<file path="config.mk">
export PLATFORM = sky130hd
export DESIGN_NAME = uart_rx_ctrl_flat
export DESIGN_NICKNAME = d
export VERILOG_FILES = /design/src/rtl/uart_rx_ctrl_if.sv /design/src/rtl/uart_rx_ctrl.sv /design/src/flat_wrapper.sv
export SDC_FILE = /design/constraint.sdc
export NUM_CORES = 1
export LEC_CHECK = 0
export ABC_CLOCK_PERIOD_IN_PS = 2500
export CAP_MARGIN = 15
export CORE_MARGIN = 2
export CORE_UTILIZATION = 55
export CTS_CLUSTER_DIAMETER = 30
export DETAILED_ROUTE_END_ITERATION = 6
export DONT_BUFFER_PORTS = 1
export PLACE_DENSITY = 0.7
export SLEW_MARGIN = 20
export SYNTH_ARGS = -nofsm -noshare
export SYNTH_HDL_FRONTEND = slang
export SYNTH_SLANG_ARGS = --single-unit
</file>
<file path="constraint.sdc">
create_clock -name CLK -period 2.5 [get_ports CLK]
set_input_delay 0.25 -clock CLK [delete_from_list [all_inputs] [get_ports CLK]]
set_output_delay 0.25 -clock CLK [all_outputs]
set_load 0.02 [all_outputs]
</file>
<file path="src/rtl/uart_rx_ctrl_if.sv">
// Receive-side bundle for uart_rx_ctrl.
// The master (the environment) drives the oversample strobe, the serial line and the enable.
// The slave (the receiver) returns the parallel word, the result pulses and the busy flag.
//   RX_tick      : one-clock oversample strobe from the baud generator
//   SER_DATA     : asynchronous serial line, idle high
//   RX_EN        : receiver enable
//   P_DATA       : last good word, LSB = first received bit
//   DATA_VALID   : one-clock pulse when P_DATA is updated
//   PARITY_ERROR : one-clock pulse on a parity fault
//   STOP_ERROR   : one-clock pulse on a low stop bit
//   BUSY         : receiver is not idle
interface uart_rx_ctrl_if #(parameter int DATA_WIDTH = 8);
  logic                  RX_tick;
  logic                  SER_DATA;
  logic                  RX_EN;
  logic [DATA_WIDTH-1:0] P_DATA;
  logic                  DATA_VALID;
  logic                  PARITY_ERROR;
  logic                  STOP_ERROR;
  logic                  BUSY;

  modport master (
    output RX_tick, SER_DATA, RX_EN,
    input  P_DATA, DATA_VALID, PARITY_ERROR, STOP_ERROR, BUSY
  );

  modport slave (
    input  RX_tick, SER_DATA, RX_EN,
    output P_DATA, DATA_VALID, PARITY_ERROR, STOP_ERROR, BUSY
  );
endinterface

</file>
<file path="src/rtl/uart_rx_ctrl.sv">
// Parametrised UART receive controller.
// It synchronises the serial line and validates the start bit at mid-bit.
// It shifts in DATA_WIDTH bits LSB first, then checks an optional parity bit and 1 or 2 stop bits.
// Each frame produces one registered result pulse: DATA_VALID for a clean frame,
// or PARITY_ERROR and/or STOP_ERROR for a bad one.
//   CLK : system clock
//   RST : asynchronous active-low reset
//   bus : uart_rx_ctrl_if slave modport (RX_tick, SER_DATA, RX_EN in; P_DATA,
//         DATA_VALID, PARITY_ERROR, STOP_ERROR, BUSY out)
module uart_rx_ctrl #(
  parameter int DATA_WIDTH = 8,
  parameter int OVERSAMPLE = 16,
  parameter int PARITY_EN  = 1,
  parameter int PARITY_ODD = 0,
  parameter int STOP_BITS  = 1
) (
  input  logic         CLK,
  input  logic         RST,
  uart_rx_ctrl_if.slave bus
);

  localparam int CW = $clog2(OVERSAMPLE);
  localparam int BW = $clog2(DATA_WIDTH + 1);
  localparam logic [CW-1:0] CNT_MID   = CW'(OVERSAMPLE / 2 - 1);
  localparam logic [CW-1:0] CNT_END   = CW'(OVERSAMPLE - 1);
  localparam logic [BW-1:0] BIT_LAST  = BW'(DATA_WIDTH - 1);
  localparam logic          STOP_LAST = (STOP_BITS == 2) ? 1'b1 : 1'b0;
  localparam logic          ODD_BIT   = (PARITY_ODD != 0) ? 1'b1 : 1'b0;
  localparam logic          HAS_PAR   = (PARITY_EN != 0) ? 1'b1 : 1'b0;

  typedef enum logic [2:0] {IDLE, START, DATA, PARITY, STOP} state_t;

  state_t                state_r, state_s;
  logic [CW-1:0]         cnt_r, cnt_s;
  logic [BW-1:0]         bit_r, bit_s;
  logic                  stop_idx_r, stop_idx_s;
  logic [DATA_WIDTH-1:0] shift_r, shift_s;
  logic                  perr_r, perr_s;
  logic                  serr_r, serr_s;
  logic                  done_r, done_s;
  logic [1:0]            sync_r;
  logic                  rxs_s;
  logic [DATA_WIDTH-1:0] pdata_r;
  logic                  valid_r, perr_out_r, serr_out_r, busy_r;

  // Parity fault: data XOR parity bit must equal the configured sense.
  function automatic logic parity_fault(input logic [DATA_WIDTH-1:0] d, input logic p);
    return ((^d) ^ p) != ODD_BIT;
  endfunction

  assign rxs_s = sync_r[1];

  // Two-flop synchroniser; runs every clock regardless of RX_tick.
  always_ff @(posedge CLK or negedge RST) begin
    if (!RST) sync_r <= 2'b11;
    else      sync_r <= {sync_r[0], bus.SER_DATA};
  end

  // Next-state logic; all sampling decisions happen only on RX_tick cycles.
  always_comb begin
    state_s    = state_r;
    cnt_s      = cnt_r;
    bit_s      = bit_r;
    stop_idx_s = stop_idx_r;
    shift_s    = shift_r;
    perr_s     = perr_r;
    serr_s     = serr_r;
    done_s     = 1'b0;
    if (!bus.RX_EN) begin
      // Enable low discards any partial frame without a result pulse.
      state_s    = IDLE;
      cnt_s      = '0;
      bit_s      = '0;
      stop_idx_s = 1'b0;
    end else if (bus.RX_tick) begin
      // Counter wraps OVERSAMPLE-1 -> 0 on its own (power-of-2 width).
      cnt_s = cnt_r + CW'(1);
      case (state_r)
        IDLE: begin
          cnt_s      = '0;
          bit_s      = '0;
          stop_idx_s = 1'b0;
          if (!rxs_s) begin
            state_s = START;
            perr_s  = 1'b0;
            serr_s  = 1'b0;
          end else begin
            state_s = IDLE;
          end
        end
        START: begin
          if (cnt_r == CNT_MID) begin
            cnt_s   = '0;
            bit_s   = '0;
            state_s = rxs_s ? IDLE : DATA;
          end else begin
            state_s = START;
          end
        end
        DATA: begin
          if (cnt_r == CNT_END) begin
            shift_s = {rxs_s, shift_r[DATA_WIDTH-1:1]};
            if (bit_r == BIT_LAST) begin
              bit_s      = '0;
              cnt_s      = '0;
              stop_idx_s = 1'b0;
              state_s    = HAS_PAR ? PARITY : STOP;
            end else begin
              bit_s = bit_r + BW'(1);
            end
          end else begin
            state_s = DATA;
          end
        end
        PARITY: begin
          if (cnt_r == CNT_END) begin
            perr_s     = parity_fault(shift_r, rxs_s);
            cnt_s      = '0;
            stop_idx_s = 1'b0;
            state_s    = STOP;
          end else begin
            state_s = PARITY;
          end
        end
        STOP: begin
          if (cnt_r == CNT_END) begin
            serr_s = serr_r | ~rxs_s;
            if (stop_idx_r == STOP_LAST) begin
              // Leave at mid-stop-bit so a following start edge is not missed.
              state_s = IDLE;
              cnt_s   = '0;
              done_s  = 1'b1;
            end else begin
              stop_idx_s = 1'b1;
            end
          end else begin
            state_s = STOP;
          end
        end
        default: begin
          state_s = IDLE;
          cnt_s   = '0;
        end
      endcase
    end else begin
      state_s = state_r;
    end
  end

  // Frame state registers.
  always_ff @(posedge CLK or negedge RST) begin
    if (!RST) begin
      state_r    <= IDLE;
      cnt_r      <= '0;
      bit_r      <= '0;
      stop_idx_r <= 1'b0;
      shift_r    <= '0;
      perr_r     <= 1'b0;
      serr_r     <= 1'b0;
      done_r     <= 1'b0;
    end else begin
      state_r    <= state_s;
      cnt_r      <= cnt_s;
      bit_r      <= bit_s;
      stop_idx_r <= stop_idx_s;
      shift_r    <= shift_s;
      perr_r     <= perr_s;
      serr_r     <= serr_s;
      done_r     <= done_s;
    end
  end

  // Result stage: one clock after the final stop sample, publish data or error pulses.
  always_ff @(posedge CLK or negedge RST) begin
    if (!RST) begin
      pdata_r    <= '0;
      valid_r    <= 1'b0;
      perr_out_r <= 1'b0;
      serr_out_r <= 1'b0;
      busy_r     <= 1'b0;
    end else begin
      valid_r    <= 1'b0;
      perr_out_r <= 1'b0;
      serr_out_r <= 1'b0;
      busy_r     <= (state_s != IDLE);
      if (done_r) begin
        if (!perr_r && !serr_r) begin
          pdata_r <= shift_r;
          valid_r <= 1'b1;
        end else begin
          perr_out_r <= perr_r;
          serr_out_r <= serr_r;
        end
      end
    end
  end

  assign bus.P_DATA       = pdata_r;
  assign bus.DATA_VALID   = valid_r;
  assign bus.PARITY_ERROR = perr_out_r;
  assign bus.STOP_ERROR   = serr_out_r;
  assign bus.BUSY         = busy_r;

endmodule

</file>
<file path="src/flat_wrapper.sv">
// flat-port wrapper written by rule: the top's interface ports become plain ports
module uart_rx_ctrl_flat 
#(
  parameter int DATA_WIDTH = 8,
  parameter int OVERSAMPLE = 16,
  parameter int PARITY_EN  = 1,
  parameter int PARITY_ODD = 0,
  parameter int STOP_BITS  = 1
)
  (CLK, RST, bus_RX_tick, bus_SER_DATA, bus_RX_EN, bus_P_DATA, bus_DATA_VALID, bus_PARITY_ERROR, bus_STOP_ERROR, bus_BUSY);
  uart_rx_ctrl_if #(.DATA_WIDTH(DATA_WIDTH)) bus_i ();
  input  logic CLK;
  input  logic RST;
  input wire logic [$bits(bus_i.RX_tick)-1:0] bus_RX_tick;
  input wire logic [$bits(bus_i.SER_DATA)-1:0] bus_SER_DATA;
  input wire logic [$bits(bus_i.RX_EN)-1:0] bus_RX_EN;
  output wire logic [$bits(bus_i.P_DATA)-1:0] bus_P_DATA;
  output wire logic [$bits(bus_i.DATA_VALID)-1:0] bus_DATA_VALID;
  output wire logic [$bits(bus_i.PARITY_ERROR)-1:0] bus_PARITY_ERROR;
  output wire logic [$bits(bus_i.STOP_ERROR)-1:0] bus_STOP_ERROR;
  output wire logic [$bits(bus_i.BUSY)-1:0] bus_BUSY;
  assign bus_i.RX_tick = bus_RX_tick;
  assign bus_i.SER_DATA = bus_SER_DATA;
  assign bus_i.RX_EN = bus_RX_EN;
  assign bus_P_DATA = bus_i.P_DATA;
  assign bus_DATA_VALID = bus_i.DATA_VALID;
  assign bus_PARITY_ERROR = bus_i.PARITY_ERROR;
  assign bus_STOP_ERROR = bus_i.STOP_ERROR;
  assign bus_BUSY = bus_i.BUSY;
  uart_rx_ctrl #(.DATA_WIDTH(DATA_WIDTH), .OVERSAMPLE(OVERSAMPLE), .PARITY_EN(PARITY_EN), .PARITY_ODD(PARITY_ODD), .STOP_BITS(STOP_BITS)) u_core (.CLK(CLK), .RST(RST), .bus(bus_i));
endmodule
</file>
==> flow_metrics.py <==
metrics = {
    "timing": {
        "worst-slew-pin-transition_ns": 0.510,
        "period_needed_ns": 1.95,
        "finalCritPeriodShare": 0.778,
        "fin_skew_ns": 0.0102,
        "grt_setup_unrepaired": "false",
        "slew_headroom": 0.659,
        "drv_slew": 0,
        "fmax_ghz": 0.514,
        "setup_violations": 0,
        "finalHoldViolations": 0,
        "tns_ns": 0,
    },
    "route": {
        "drt_iter0_drc": 31,
        "drt-total-wl_um": 2980,
        "ant_nets": 0,
        "drc": 0,
        "dr.pass1.iters": 4,
        "wire_per_inst_um": 14.6,
        "via_per_inst": 5.76,
        "vias": 1175,
    },
    "logic_synthesis": {
        "synthArstFlopShare": 1.00,
        "ys_seq_elements": 37,
        "synth-edff-count": 0,
        "synthFlopType": "dfrtp_1",
        "ys_seq_area_frac": 0.525,
        "avgSynthCellArea_sq_um": 11.7,
        "syn-instance-count": 151,
        "synth_nets": 158,
        "yosysWarningCount": 0,
        "syn_area_sq_um": 1770,
        "ys_types": 44,
    },
    "floorplan": {
        "start_util": 0.579,
        "die-width_um": 60.7,
        "core_sq_um": 3050,
        "die_height_um": 60.7,
        "dieArea_sq_um": 3680,
        "rows": 20,
        "pin_count": 17,
    },
    "place": {
        "hpwl_um": 2070,
        "gp_congestion": 0.905,
        "dp.cells": 192,
        "io_buffers": 0,
    },
    "cts": {
        "cts_setup_buffers": 0,
        "numCtsBuffers": 5,
        "clock-root-buffer": "clkbuf_4",
        "clk_latency_ns": 0.35,
        "cts_num_sinks": 37,
        "htreeDepth": 2,
        "clkTransAtPathRegs_ns": 0.12,
        "cts_tree": "yes",
        "clock_path_buffers": 2,
    },
    "worst_setup_path": {
        "critPathLaunchType": "flip-flop",
        "crit_type": "reg -> reg",
        "required_ns": 2.73,
        "critPathCaptureType": "flip-flop",
        "arrival_ns": 2.17,
        "critPathMaxFanout": 5,
    },
    "cells_and_area": {
        "layout-drive-gt1-share": 0.225,
        "nFillCells": 258,
        "antenna_cells": 0,
        "final_common_cell": "dfrtp_1",
        "nNetsFinal": 166,
        "final_cell_mix": "35 x dfrtp_1, 17 x mux2_2, 13 x nand2_1, 9 x o21ai_0, 7 x xnor2_1",
        "stdcell_count": 204,
        "area_growth_pct": 8.85,
        "final_core_util": 0.630,
    },
    "grt": {
        "grt_max_degree": 38,
        "antenna_found_initial": 0,
        "grt_pass1_wl_um": 5200,
        "grt_pass1_vias": 1136,
        "grt_overflow_total": 0,
        "track_usage": 0.190,
    },
    "run_status": {
        "outcome": "complete, no violations",
    },
    "worst_hold_path": {
        "hp-class": "in -> reg",
    },
    "power": {
        "power_leakage_nw": 0.875,
        "powerDensity_nw_per_um2": 523,
        "vdd_drop_max_mv": 0.375,
        "total_power_mw": 1.01,
    },
    "job": {
        "cap_violations": 0,
    },
}
state kept, by name, summed over array words and instances (netlist names), 2 cells and up:
signal             cells
u_core.cnt_r           4
u_core.state_r         3
u_core.bus.P_DATA      8
u_core.bit_r           4
u_core.shift_r         8
u_core.sync_r          2
report_power, final:
part           total (mW)  switching, mW  internal, mW  leakage (nW)
sequential          0.613        0.00930         0.604         0.509
combinational      0.0481         0.0293        0.0188         0.328
clock               0.345          0.208         0.137        0.0382
repair_timing:
item                                    CTS  global route
hold buffers                              4             0
endpoints found under the setup margin    0             0
gates resized for setup                   0             0
hold endpoints to repair                 39             0
cell type report:
type	instances	area (sq um)	share of cell area
clock buffers	6	51.3	0.0267
clock inverters	2	13.8	0.00715
inverters	2	7.51	0.00390
flip-flops and latches	37	928	0.482
repair buffers	5	57.6	0.0299
well taps	44	55.1	0.0286
multi-input cells	108	811	0.421
per-layer routing:
metal | wire (um) | part of all wire | GRT usage
met1 | 1480 | 0.50 | 0.270
met2 | 1350 | 0.45 | 0.275
met4 | 15 | 0.0050 | 0.0683
met5 | 0 | 0 | 0
met3 | 137 | 0.046 | 0.0618
critical path, cell delays in order (launching register included):
cell	delay (ns)
dfrtp_1	0.42
ha_1	0.28
and3_2	0.24
nand2_1	0.13
o311ai_1	0.11
a22o_1	0.27
or3_1	0.38
cells in the mapped netlist, drive strengths merged, types with 2 or more instances:
library cell   n  area (sq um)
buf            3          17.5
nand2b         2          12.5
xnor2          7          61.3
xor2           2          17.5
o21ai         12          63.8
dfstp          2          52.6
a21boi         4          30.0
nor3b          3          22.5
ha             2          25.0
a21oi          4          31.3
nand3          4          32.5
nor3           2          26.3
or3            3          18.8
a22o           4          35.0
nor4           2          12.5
or4            2          15.0
nor2           5          18.8
inv            2          7.51
nor2b          4          25.0
and2           3          18.8
mux2          17           191
nand2         13          48.8
dfrtp         35           876
cell families (layout without fill, tap and decap cells):
family / after synthesis / after routing / synth area share
buffers and inverters: 6 / 15 / 0.0163
adder cells (fa/ha/maj): 2 / 2 / 0.0142
multiplexers: 18 / 18 / 0.114
AO/OA/AOI/OAI: 30 / 30 / 0.119
AND/OR/NAND/NOR: 49 / 49 / 0.167
XOR/XNOR: 9 / 9 / 0.0446
flip-flops: 37 / 37 / 0.525
worst paths after layout:
check	from	endpoint	slack, ns	cells after the start
setup reg to reg	u_core.cnt_r[0]	u_core.bus.BUSY	0.55	6
hold reg to reg	u_core.sync_r[0]	u_core.sync_r[1]	0.37	0
max in group asynchronous	RST	u_core.sync_r[0]	1.90	2
setup / recovery	u_core.cnt_r[0]	u_core.bus.BUSY	0.55	6
min in group asynchronous	RST	u_core.bus.P_DATA[0]	0.34	2
hold / removal	bus_RX_EN	u_core.bit_r[1]	0.04	1
stage by stage:
step                hold slack, ns  area [sq um]  setup slack [ns]
floorplan                  -0.0456          1770             0.728
global placement           -0.0448          1810             0.624
detailed placement         -0.0446          1810             0.579
CTS                         0.0379          1920             0.549
global route                0.0342          1920             0.381
finish                      0.0442          1920             0.555
(Power assumes the default switching activity.)
